`src/rtl/cpu5_mcctrl.sv`:
```
// cpu5_mcctrl: multicycle main controller for the cpu5 single-ALU datapath.
// Sequences one instruction at a time through fetch/decode/execute/memory/writeback
// and handshakes with instruction and data memories of arbitrary latency.
// Optional build macro CPU5_MCCTRL_ILLEGAL_TRAP_EN adds an 'illegal' output and a
// HALT state entered on unknown opcodes or unmapped R-type funct codes.
module cpu5_mcctrl #(
  parameter int unsigned ALUCW = 3,
  parameter int unsigned XLEN  = 32
) (
  input  logic             clk,
  input  logic             reset,
  input  logic [XLEN-1:0]  instr,
  input  logic             zero,
  output logic             imem_req,
  input  logic             imem_ack,
  output logic             instr_we,
  output logic             dmem_req,
  output logic             dmem_we,
  input  logic             dmem_ack,
  output logic             pcwrite,
  output logic             memtoreg,
  output logic             pcsrc,
  output logic             alusrc,
  output logic             regdst,
  output logic             regwrite,
  output logic             jump,
  output logic [ALUCW-1:0] alucontrol,
`ifdef CPU5_MCCTRL_ILLEGAL_TRAP_EN
  output logic             illegal,
`endif
  output logic [3:0]       state
);

  typedef enum logic [3:0] {
    StIdle     = 4'd0,
    StFetch    = 4'd1,
    StDecode   = 4'd2,
    StExecR    = 4'd3,
    StWbR      = 4'd4,
    StExecI    = 4'd5,
    StWbI      = 4'd6,
    StExecAddr = 4'd7,
    StMem      = 4'd8,
    StWbL      = 4'd9,
    StBranch   = 4'd10,
    StJump     = 4'd11,
    StNop      = 4'd12,
    StHalt     = 4'd13
  } state_e;

  localparam logic [ALUCW-1:0] AluAnd = ALUCW'(3'b000);
  localparam logic [ALUCW-1:0] AluOr  = ALUCW'(3'b001);
  localparam logic [ALUCW-1:0] AluAdd = ALUCW'(3'b010);
  localparam logic [ALUCW-1:0] AluSub = ALUCW'(3'b110);
  localparam logic [ALUCW-1:0] AluSlt = ALUCW'(3'b111);

  localparam logic [5:0] OpRtype = 6'b000000;
  localparam logic [5:0] OpLw    = 6'b100011;
  localparam logic [5:0] OpSw    = 6'b101011;
  localparam logic [5:0] OpAddi  = 6'b001000;
  localparam logic [5:0] OpBeq   = 6'b000100;
  localparam logic [5:0] OpJ     = 6'b000010;

  state_e state_q, state_d;

  logic [5:0] op;
  logic [5:0] funct;
  logic       unused_instr_bits;

  assign op    = instr[XLEN-1:XLEN-6];
  assign funct = instr[5:0];
  // Register fields are consumed by the datapath, not here.
  assign unused_instr_bits = ^instr[XLEN-7:6];

  // R-type funct to ALU operation; unmapped codes fall back to ADD.
  function automatic logic [ALUCW-1:0] funct_alu(input logic [5:0] f);
    logic [ALUCW-1:0] a;
    a = AluAdd;
    case (f)
      6'b100000: a = AluAdd;
      6'b100010: a = AluSub;
      6'b100100: a = AluAnd;
      6'b100101: a = AluOr;
      6'b101010: a = AluSlt;
      default:   a = AluAdd;
    endcase
    return a;
  endfunction

`ifdef CPU5_MCCTRL_ILLEGAL_TRAP_EN
  function automatic logic funct_legal(input logic [5:0] f);
    return (f == 6'b100000) || (f == 6'b100010) || (f == 6'b100100) ||
           (f == 6'b100101) || (f == 6'b101010);
  endfunction

  assign illegal = (state_q == StHalt);
`endif

  assign state = state_q;

  // State register; reset forces IDLE immediately so requests drop at once.
  always_ff @(posedge clk or negedge reset) begin
    if (!reset) begin
      state_q <= StIdle;
    end else begin
      state_q <= state_d;
    end
  end

  // Next-state and Moore-style output decode (acks and zero only in listed states).
  always_comb begin
    state_d    = state_q;
    imem_req   = 1'b0;
    instr_we   = 1'b0;
    dmem_req   = 1'b0;
    dmem_we    = 1'b0;
    pcwrite    = 1'b0;
    memtoreg   = 1'b0;
    pcsrc      = 1'b0;
    alusrc     = 1'b0;
    regdst     = 1'b0;
    regwrite   = 1'b0;
    jump       = 1'b0;
    alucontrol = AluAdd;
    unique case (state_q)
      StIdle: state_d = StFetch;
      StFetch: begin
        imem_req = 1'b1;
        if (imem_ack) begin
          instr_we = 1'b1;
          state_d  = StDecode;
        end
      end
      StDecode: begin
        case (op)
          OpRtype: begin
`ifdef CPU5_MCCTRL_ILLEGAL_TRAP_EN
            state_d = funct_legal(funct) ? StExecR : StHalt;
`else
            state_d = StExecR;
`endif
          end
          OpLw, OpSw: state_d = StExecAddr;
          OpAddi:     state_d = StExecI;
          OpBeq:      state_d = StBranch;
          OpJ:        state_d = StJump;
`ifdef CPU5_MCCTRL_ILLEGAL_TRAP_EN
          default:    state_d = StHalt;
`else
          default:    state_d = StNop;
`endif
        endcase
      end
      StExecR: begin
        alucontrol = funct_alu(funct);
        state_d    = StWbR;
      end
      StWbR: begin
        alucontrol = funct_alu(funct);
        regdst     = 1'b1;
        regwrite   = 1'b1;
        pcwrite    = 1'b1;
        state_d    = StFetch;
      end
      StExecI: begin
        alusrc  = 1'b1;
        state_d = StWbI;
      end
      StWbI: begin
        alusrc   = 1'b1;
        regwrite = 1'b1;
        pcwrite  = 1'b1;
        state_d  = StFetch;
      end
      StExecAddr: begin
        alusrc  = 1'b1;
        state_d = StMem;
      end
      StMem: begin
        alusrc   = 1'b1;
        dmem_req = 1'b1;
        dmem_we  = (op == OpSw);
        if (dmem_ack) begin
          if (op == OpSw) begin
            // Stores retire on the ack cycle; there is no writeback.
            pcwrite = 1'b1;
            state_d = StFetch;
          end else begin
            state_d = StWbL;
          end
        end
      end
      StWbL: begin
        alusrc   = 1'b1;
        memtoreg = 1'b1;
        regwrite = 1'b1;
        pcwrite  = 1'b1;
        state_d  = StFetch;
      end
      StBranch: begin
        alucontrol = AluSub;
        pcsrc      = zero;
        pcwrite    = 1'b1;
        state_d    = StFetch;
      end
      StJump: begin
        jump    = 1'b1;
        pcwrite = 1'b1;
        state_d = StFetch;
      end
      StNop: begin
        pcwrite = 1'b1;
        state_d = StFetch;
      end
      // Only a reset leaves HALT.
      StHalt: state_d = StHalt;
      default: state_d = StIdle;
    endcase
  end

endmodule

```
`config.mk`:
```
export PLATFORM = sky130hd
export DESIGN_NAME = cpu5_mcctrl
export DESIGN_NICKNAME = d
export VERILOG_FILES = /design/src/rtl/cpu5_mcctrl.sv
export SDC_FILE = /design/constraint.sdc
export NUM_CORES = 1
export LEC_CHECK = 0
export BUFFER_PORTS_ARGS = -buffer_cell sky130_fd_sc_hd__buf_2
export CAP_MARGIN = 0
export CELL_PAD_IN_SITES_DETAIL_PLACEMENT = 1
export CELL_PAD_IN_SITES_GLOBAL_PLACEMENT = 1
export CORE_ASPECT_RATIO = 1.1
export CORE_MARGIN = 2
export CORE_UTILIZATION = 19
export CTS_BUF_LIST = sky130_fd_sc_hd__clkbuf_8
export CTS_CLUSTER_DIAMETER = 30
export CTS_CLUSTER_SIZE = 24
export DETAILED_ROUTE_END_ITERATION = 10
export HOLD_SLACK_MARGIN = 0.05
export PLACE_DENSITY = 0.73
export REMOVE_ABC_BUFFERS = 1
export SYNTH_ARGS = -nofsm -noshare
export SYNTH_HDL_FRONTEND = slang
export SYNTH_SLANG_ARGS = --single-unit
export TNS_END_PERCENT = 50
```
`constraint.sdc`:
```
create_clock -name clk -period 1.84 [get_ports clk]
set_clock_uncertainty 0.2 [all_clocks]
set_input_delay 0.368 -clock clk [delete_from_list [all_inputs] [get_ports clk]]
set_output_delay 0.368 -clock clk [all_outputs]
set_load 0.01 [all_outputs]
```
======== Word level (Yosys, flattened, before mapping) ========
Cells that the tools add are included.
cells by class
  equality and inequality tests ........... 24
  reduce and logical (&&, ||, !) cells .... 9
  multiplexer cells ....................... 21
operators by type and width
  operator            count
  $eq 6x6->1 const B  6
  $pmux 4 s8          1
  $eq 4x4->1 const B  6
  $pmux 4 s5          1
  $eq 4x3->1 const B  4
  $mux 1              13
  $mux 4              3
  $pmux 3 s4          1
  $eq 4x2->1 const B  2
  $reduce_or 7->1     1
  $eq 6x2->1 const B  1
  $eq 6x3->1 const B  1
  $eq 6x4->1 const B  1
  $logic_not 6->1     1
  $pmux 3 s2          1
  $reduce_or 6->1     1
  $reduce_or 5->1     1
  $eq 4x1->1 const B  1
  $logic_not 4->1     1
  $ne 2x2->1 const B  2
  $reduce_or 2->1     2
  $reduce_or 3->1     1
  $pmux 1 s2          1
  $reduce_and 2->1    1
storage, ports and cells
  register bits ........................... 4
  output and inout port bits .............. 18

======== Logic depth before layout (Yosys ltp) ========
Gate-level depths: netlist of run 1.
  depth after elaboration ................. 4
  gate-level depth with buffers ........... 5

======== Worst setup path after synthesis of run 1 ========
OpenSTA, ideal clock, no wires.
  path type ............................... register to output
  start ................................... register state_q[0] (netlist: state[0])
  end ..................................... output alucontrol[2]
  arrival time ............................ 1.556 ns
  slack ................................... -0.284 ns
  path buffers ............................ 1
  stages on the path, launching flop included .. 6
  cells stage by stage .................... dfrtp_1 buf_6 nor3b_1 a21oi_1 or4b_4 o41ai_2
on the way
  word-level cells in the longest chain between the ends .. 3
RTL lines
  element                                   line  RTL
  start, declared                           64    state_e state_q, state_d;
  start signal, assigned                    104   state_q <= StIdle;
  start signal, assigned                    106   state_q <= state_d;
  $eq 4x3->1 or $eq 4x2->1 (tied branches)  125   unique case (state_q)
  $reduce_or 2->1 (no source line)          n/a
  $pmux 3 s2 (*)                            125
  end, declared                             27    output logic [ALUCW-1:0] alucontrol,
Mark *: on every way between the ends. The rest lies on a longest branch, timed or not.

======== Worst setup path in the final report of run 1 ========
  start ................................... register state_q[2] (netlist: state[2])
  end ..................................... output alucontrol[2]
Same word-level chain as after synthesis.

==> metrics, run 1 <==
Worst-path clk slew=0.03 ns; Sw Ratio=45.4%; max frequency=429 MHz; die height=58.2 um; routability cong.=0.745; pwr/cell area=1510 mW/mm^2; Pleak=0.449 nW; Synth area leaders=dfrtp_1, a21oi_1, nor3_1, nor2_1, nand2b_1; detail-routed via count per cell=5.07; layout cells sized above 1=58.1%; Ys Warns=0; GR Overflow Total=0; final core utilization=37.2%; CTS Buf Count=3; # rows=19; Post-DRT Antenna Nets=0; multi-input logic area=450 sq um; Final Total Pwr=0.00142 W; Hold Path Depth=4; Clk Latency, worst-skew pair=0.22 ns; DR DRC count=0; fill cell count=322; status=finished with violations; RSZ-0062 raised after global routing=yes; Max-cap violations=0; Critical Path RT=1.27 ns; global-route wire length before repair=3230 um; type of origin of the critical path=register; Clock Power Share=12.9%; Slew @ Worst Pin=0.356 ns; Ant. Diodes=0; # setup viols final=13; #FFs+latches synth=4; Vias=750; PnR worst setup slack=-0.489 ns; CTS tree=done; period utilization=127%; storage element area=100 sq um; starting density of the core=20.1%; P_int=0.000774 W; CTS Buffer Depth=2; Area growth, synth to finish=85.2%; Setup TNS=-2.16 ns; post-synthesis cell type count=31; Relative slew margins=75.7%; WL final=1960 um; Pre-Repair DR Iteration Count=4; Hold Path Class=input port to register; top-level I/O count=55; Final Max Slew Viols=0; WL/cell=13.3 um; arrival time worst endpoint=1.76 ns; Synth top area share=19.8%; Gate power share=75.2%; synthesized area=507 sq um; number of flip-flops in the largest register=4; maximum ir drop on the vdd rail=0.000579 V; largest net degree at the start of global routing=17; Area after DPL=752 sq um; kind of critical path=register to primary output; clk sinks=4; Core Region=0.00252 sq mm; fin crit period=2.33 ns; initial DRC count=7; Avg Cell Area, Syn=7.04 sq um; post-layout instance area=938 sq um; Die Wd=53.2 um; crit end category=primary output; sequential share of power=11.9%; HPWL Detailed=1500 um; number of H-tree levels=1; failing checks=setup timing; antenna violations before repair=0; sequential area share after synthesis=19.8%; All-Layer GR Usage=13.8%; switching pwr=0.000644 W; number of global-route vias before repair=767; Final Hold Fails=0; Syn Inst Count=72; die area=0.00310 sq mm; PortBufs=34; critical path peak fanout=3; reg2reg path depth=6; layout net count=156; Root Driver=clkbuf_8; post-synth top area cell=dfrtp_1
## placed cells by master, fill, tap and decap left out, drive strengths merged
master,instances
a21oi,8
o41ai,1
or3b,1
a211oi,1
nand2,4
nor4,1
dfrtp,4
o221ai,1
or4b,1
inv,2
nand2b,4
nor2b,3
and3,3
o2111ai,1
nand3,2
o22ai,2
clkbuf,3
and2b,1
o21ai,3
a211o,1
nand4,1
a2111oi,1
a22oi,1
nor3b,3
nor4b,1
a21o,1
dlygate4sd3,1
nor2,7
buf,47
a221oi,1
nor3,6
## per-stage QoR
stage	hold WS (ns)	cells	worst slack [ns]
2_1_floorplan	-0.128	66	-0.388
3_3_place_gp	-0.0244	140	-0.249
3_5_place_dp	-0.0220	140	-0.311
4_1_cts	0.267	147	-0.499
5_1_grt	0.301	148	-0.561
6_report	0.268	148	-0.489
## cells in the mapped netlist
master,n
a211o_1,1
nor3_1,6
a2111oi_0,1
nand4_1,1
clkbuf_1,4
a21oi_1,8
nand3_1,2
nor2_1,7
o2111ai_1,1
nor2b_1,3
a211oi_1,1
inv_1,2
a221oi_1,1
or3b_2,1
nor3b_1,3
nand2b_1,4
o41ai_2,1
o21ai_0,3
a22oi_1,1
buf_6,1
or4b_4,1
nand2_1,4
nor4_1,1
dfrtp_1,4
o22ai_1,2
and2b_1,1
a21o_1,1
nor4b_1,1
o221ai_1,1
buf_2,1
and3_1,3
## routing by layer
layer / track usage, % / wire length (um) / vias up
met5: 0 / 0 / -
met4: 6.59 / 22 / 0
met3: 1.29 / 136 / 3
met2: 27.2 / 1070 / 34
met1: 13.9 / 733 / 352
li1: - / - / 361
## cells by family (layout without fill, tap and decap cells)
kind of cell	after synthesis	after routing	share of synthesized area (%)
simple gates	38	38	43.0
flops	4	4	19.8
buf+inv	8	53	7.65
compound gates	22	22	29.6
## critical path, stage by stage, from the launching register on
cell and delay, ns:
dfrtp_1 0.37, and2b_1 0.21, a21oi_1 0.07, or4b_4 0.50
o41ai_2 0.21, buf_2 0.18
## timing repair
| action | 4_1_cts | 5_1_grt |
|---|---|---|
| setup buffers | 3 | 1 |
| resized for setup | 19 | 7 |
| endpoints found under the hold margin | 4 | 0 |
| pin swaps | 2 | 1 |
| hold buffers | 1 | 0 |
| endpoints found under the setup margin | 14 | 15 |
## cell type report
class / instances / area share, %
Clock buffer: 3 / 4.40
Inverter: 2 / 0.800
Sequential cell: 4 / 10.7
Tap cell: 31 / 4.13
Multi-Input combinational cell: 60 / 48.0
Timing Repair Buffer: 48 / 32.0
## path summary, 6_finish.rpt
kind / start / to / slack (ns)
min in group asynchronous: reset / state[0] / 0.29
worst max register to register: state[2] / state[3] / 0.11
worst min register to register: state[3] / state[1] / 0.48
worst min-delay path: instr[30] / state[1] / 0.27
worst max-delay path: state[2] / alucontrol[2] / -0.49
max in group asynchronous: reset / state[1] / 1.03
## power groups by stage
stage | Sequential (W) | Combinational [W] | Clock (W)
after floorplan | 0.000265 | 0.000353 | 0
after global placement | 0.000157 | 0.000811 | 0
after detailed placement | 0.000161 | 0.000826 | 0
after CTS | 0.000163 | 0.00102 | 0.000185
after global routing | 0.000175 | 0.00117 | 0.000196
final | 0.000169 | 0.00107 | 0.000183
Note: power is estimated with default switching activity, not from simulation.
==> inputs of run 2 (changes only) <==
==> constraint.sdc (replaced) <==
create_clock -name clk -period 2.1 [get_ports clk]
set_clock_uncertainty 0.2 [all_clocks]
set_input_delay 0.21 -clock clk [delete_from_list [all_inputs] [get_ports clk]]
set_output_delay 0.21 -clock clk [all_outputs]
set_load 0.01 [all_outputs]
==> metrics, run 2 (synthesized netlist as in run 1, its figures left out) <==
sequence of cells on the critical path=and2b_1 -> a21oi_1 -> or4b_4 -> o41ai_2 -> buf_2 (unchanged); met2 usage=24.3% (was 27.2%); # rows=19 (unchanged); Root Driver=clkbuf_8 (unchanged); detail-routed via count per cell=4.93 (was 5.07); number of H-tree levels=1 (unchanged); crit end category=primary output (unchanged); HPWL Detailed=1520 um (was 1500 um); Max-cap violations=0 (unchanged); routability cong.=0.757 (was 0.745); RSZ-0062 raised after global routing=yes (unchanged); kind of critical path=register to primary output (unchanged); critical path peak fanout=3 (unchanged); starting density of the core=20.1% (unchanged); All-Layer GR Usage=13.2% (was 13.8%); met1 Track Usage GR=14.4% (was 13.9%); Critical Path RT=1.69 ns (was 1.27 ns); max frequency=455 MHz; internal reg-to-reg setup slack=0.34 ns (was 0.11 ns); Slew @ Worst Pin=0.599 ns (was 0.356 ns); CTS Buffer Depth=2 (unchanged); Final Total Pwr=0.00101 W (was 0.00142 W); reg-to-reg endpoint=state[3] (unchanged); PnR worst setup slack=-0.0958 ns (was -0.489 ns); clk sinks=4 (unchanged); largest net degree at the start of global routing=18 (was 17); Die Wd=53.2 um (unchanged); Final Max Slew Viols=0 (unchanged); die height=58.2 um (unchanged); max incr delay on CP=0.51 ns (was 0.50 ns); Relative slew margins=59.1% (was 75.7%); type of origin of the critical path=register (unchanged); Final Hold Fails=0 (unchanged); Pre-Repair DR Iteration Count=2 (was 4); worst hold slack=0.131 ns (was 0.268 ns); failing checks=setup timing (unchanged); pwr/cell area=1270 mW/mm^2 (was 1510 mW/mm^2); status=finished with violations (unchanged); maximum ir drop on the vdd rail=0.000347 V (was 0.000579 V); reg2reg path depth=6 (unchanged); die area=0.00310 sq mm (unchanged); Ant. Diodes=0 (unchanged); fill cell count=345 (was 322); top-level I/O count=55 (unchanged); layout net count=149 (was 156); Clk Latency, worst-skew pair=0.21 ns (was 0.22 ns); global-route wire length before repair=3060 um (was 3230 um); leading cell types in the layout, fill and taps excluded=buf_2, a21oi_1, nor2_1 (was buf_2, buf_4, a21oi_1); # setup viols final=2 (was 13); Area growth, synth to finish=56.8% (was 85.2%); number of logic stages on the critical path including buffering=5 (unchanged); Worst setup endpoint=alucontrol[2] (unchanged); Core Region=0.00252 sq mm (unchanged); initial DRC count=2 (was 7); arrival time worst endpoint=1.79 ns (was 1.76 ns); Pleak=0.393 nW (was 0.449 nW); antenna violations before repair=0 (unchanged); fin crit period=2.20 ns; layout cells sized above 1=44.5% (was 58.1%); met3 GRT Util=2.06% (was 1.29%); Worst-path clk slew=0.03 ns (about the same); Hold Path Class=input port to async pin (was input port to register); CTS tree=done (unchanged); WL final=1890 um (was 1960 um); GR Overflow Total=0 (unchanged); WL/cell=13.4 um (was 13.3 um); PortBufs=34 (unchanged); most common cell after layout, fill and taps aside=buf_2 (unchanged); critical path's slowest cell=or4b_4 (unchanged); Critical Path Source=state[2] (unchanged); busiest grt layer=met2 (unchanged); CTS Buf Count=3 (unchanged); period utilization=105%; number of flip-flops in the largest register=4 (unchanged); RR Startpoint=state[2] (unchanged); Vias=695 (was 750); Post-DRT Antenna Nets=0 (unchanged); DR DRC count=0 (unchanged); Crit path max-delay family=simple AND/OR/NAND/NOR gates (unchanged); number of global-route vias before repair=710 (was 767); Buf/Inv on CP=1 (unchanged)
## run 2: changes by cell type in the layout (fill, tap and decap cells not counted), sizes merged
cell / before / now
buf: 47 / 40
## run 2: layer usage
| layer | up-vias | part of all wire (%) |
|---|---|---|
| met2 | 25 | 53 |
| li1 | 346 | - |
| met1 | 324 | 41 |
| met3 | 0 | 6.7 |
| met5 | - | 0 |
| met4 | 0 | 0 |
## run 2: worst min-delay path by stage
stage,endpoint,slack (ns)
final,state[3],0.13
after global routing,state[1],0.16
after CTS,state[3],0.13
after detailed placement,state[2],-0.18
after global placement,state[2],-0.18
after floorplan,state[0],-0.29
## run 2: area by class of cell
type                    instances  area [sq um]  area share (%)
repair buffers                 41           225            28.3
flip-flops and latches          4           100            12.6
inverters                       2          7.51           0.945
multi-input cells              60           382            48.0
well taps                      31          38.8            4.88
clock buffers                   3          41.3            5.20
## run 2: power breakdown
group	internal, W	switching, W	leakage, nW
clock	0.000122	0.0000346	0.0216
sequential	0.000115	0.0000294	0.0516
combinational	0.000300	0.000412	0.320
## run 2: repair_timing
item | CTS | global route
hold buffers | 1 | 0
hold endpoints to repair | 4 | 0
gates cloned | 0 | 0
resized for setup | 1 | 2
endpoints found under the setup margin | 3 | 5
buffers inserted | 2 | 0
## run 2: metrics by stage
| step | setup slack [ns] | util [%] | cell area, sq um | cells | setup TNS [ns] |
|---|---|---|---|---|---|
| 2_1_floorplan | 0.0296 | - | 475 | 66 | 0 |
| 3_3_place_gp | 0.102 | 28.4 | 714 | 135 | 0 |
| 3_5_place_dp | 0.0260 | 28.4 | 714 | 135 | 0 |
| 4_1_cts | -0.104 | 31.2 | 786 | 141 | -0.113 |
| 5_1_grt | -0.165 | 31.5 | 795 | 141 | -0.242 |
| 6_report | -0.0958 | 31.5 | 795 | 141 | -0.0975 |
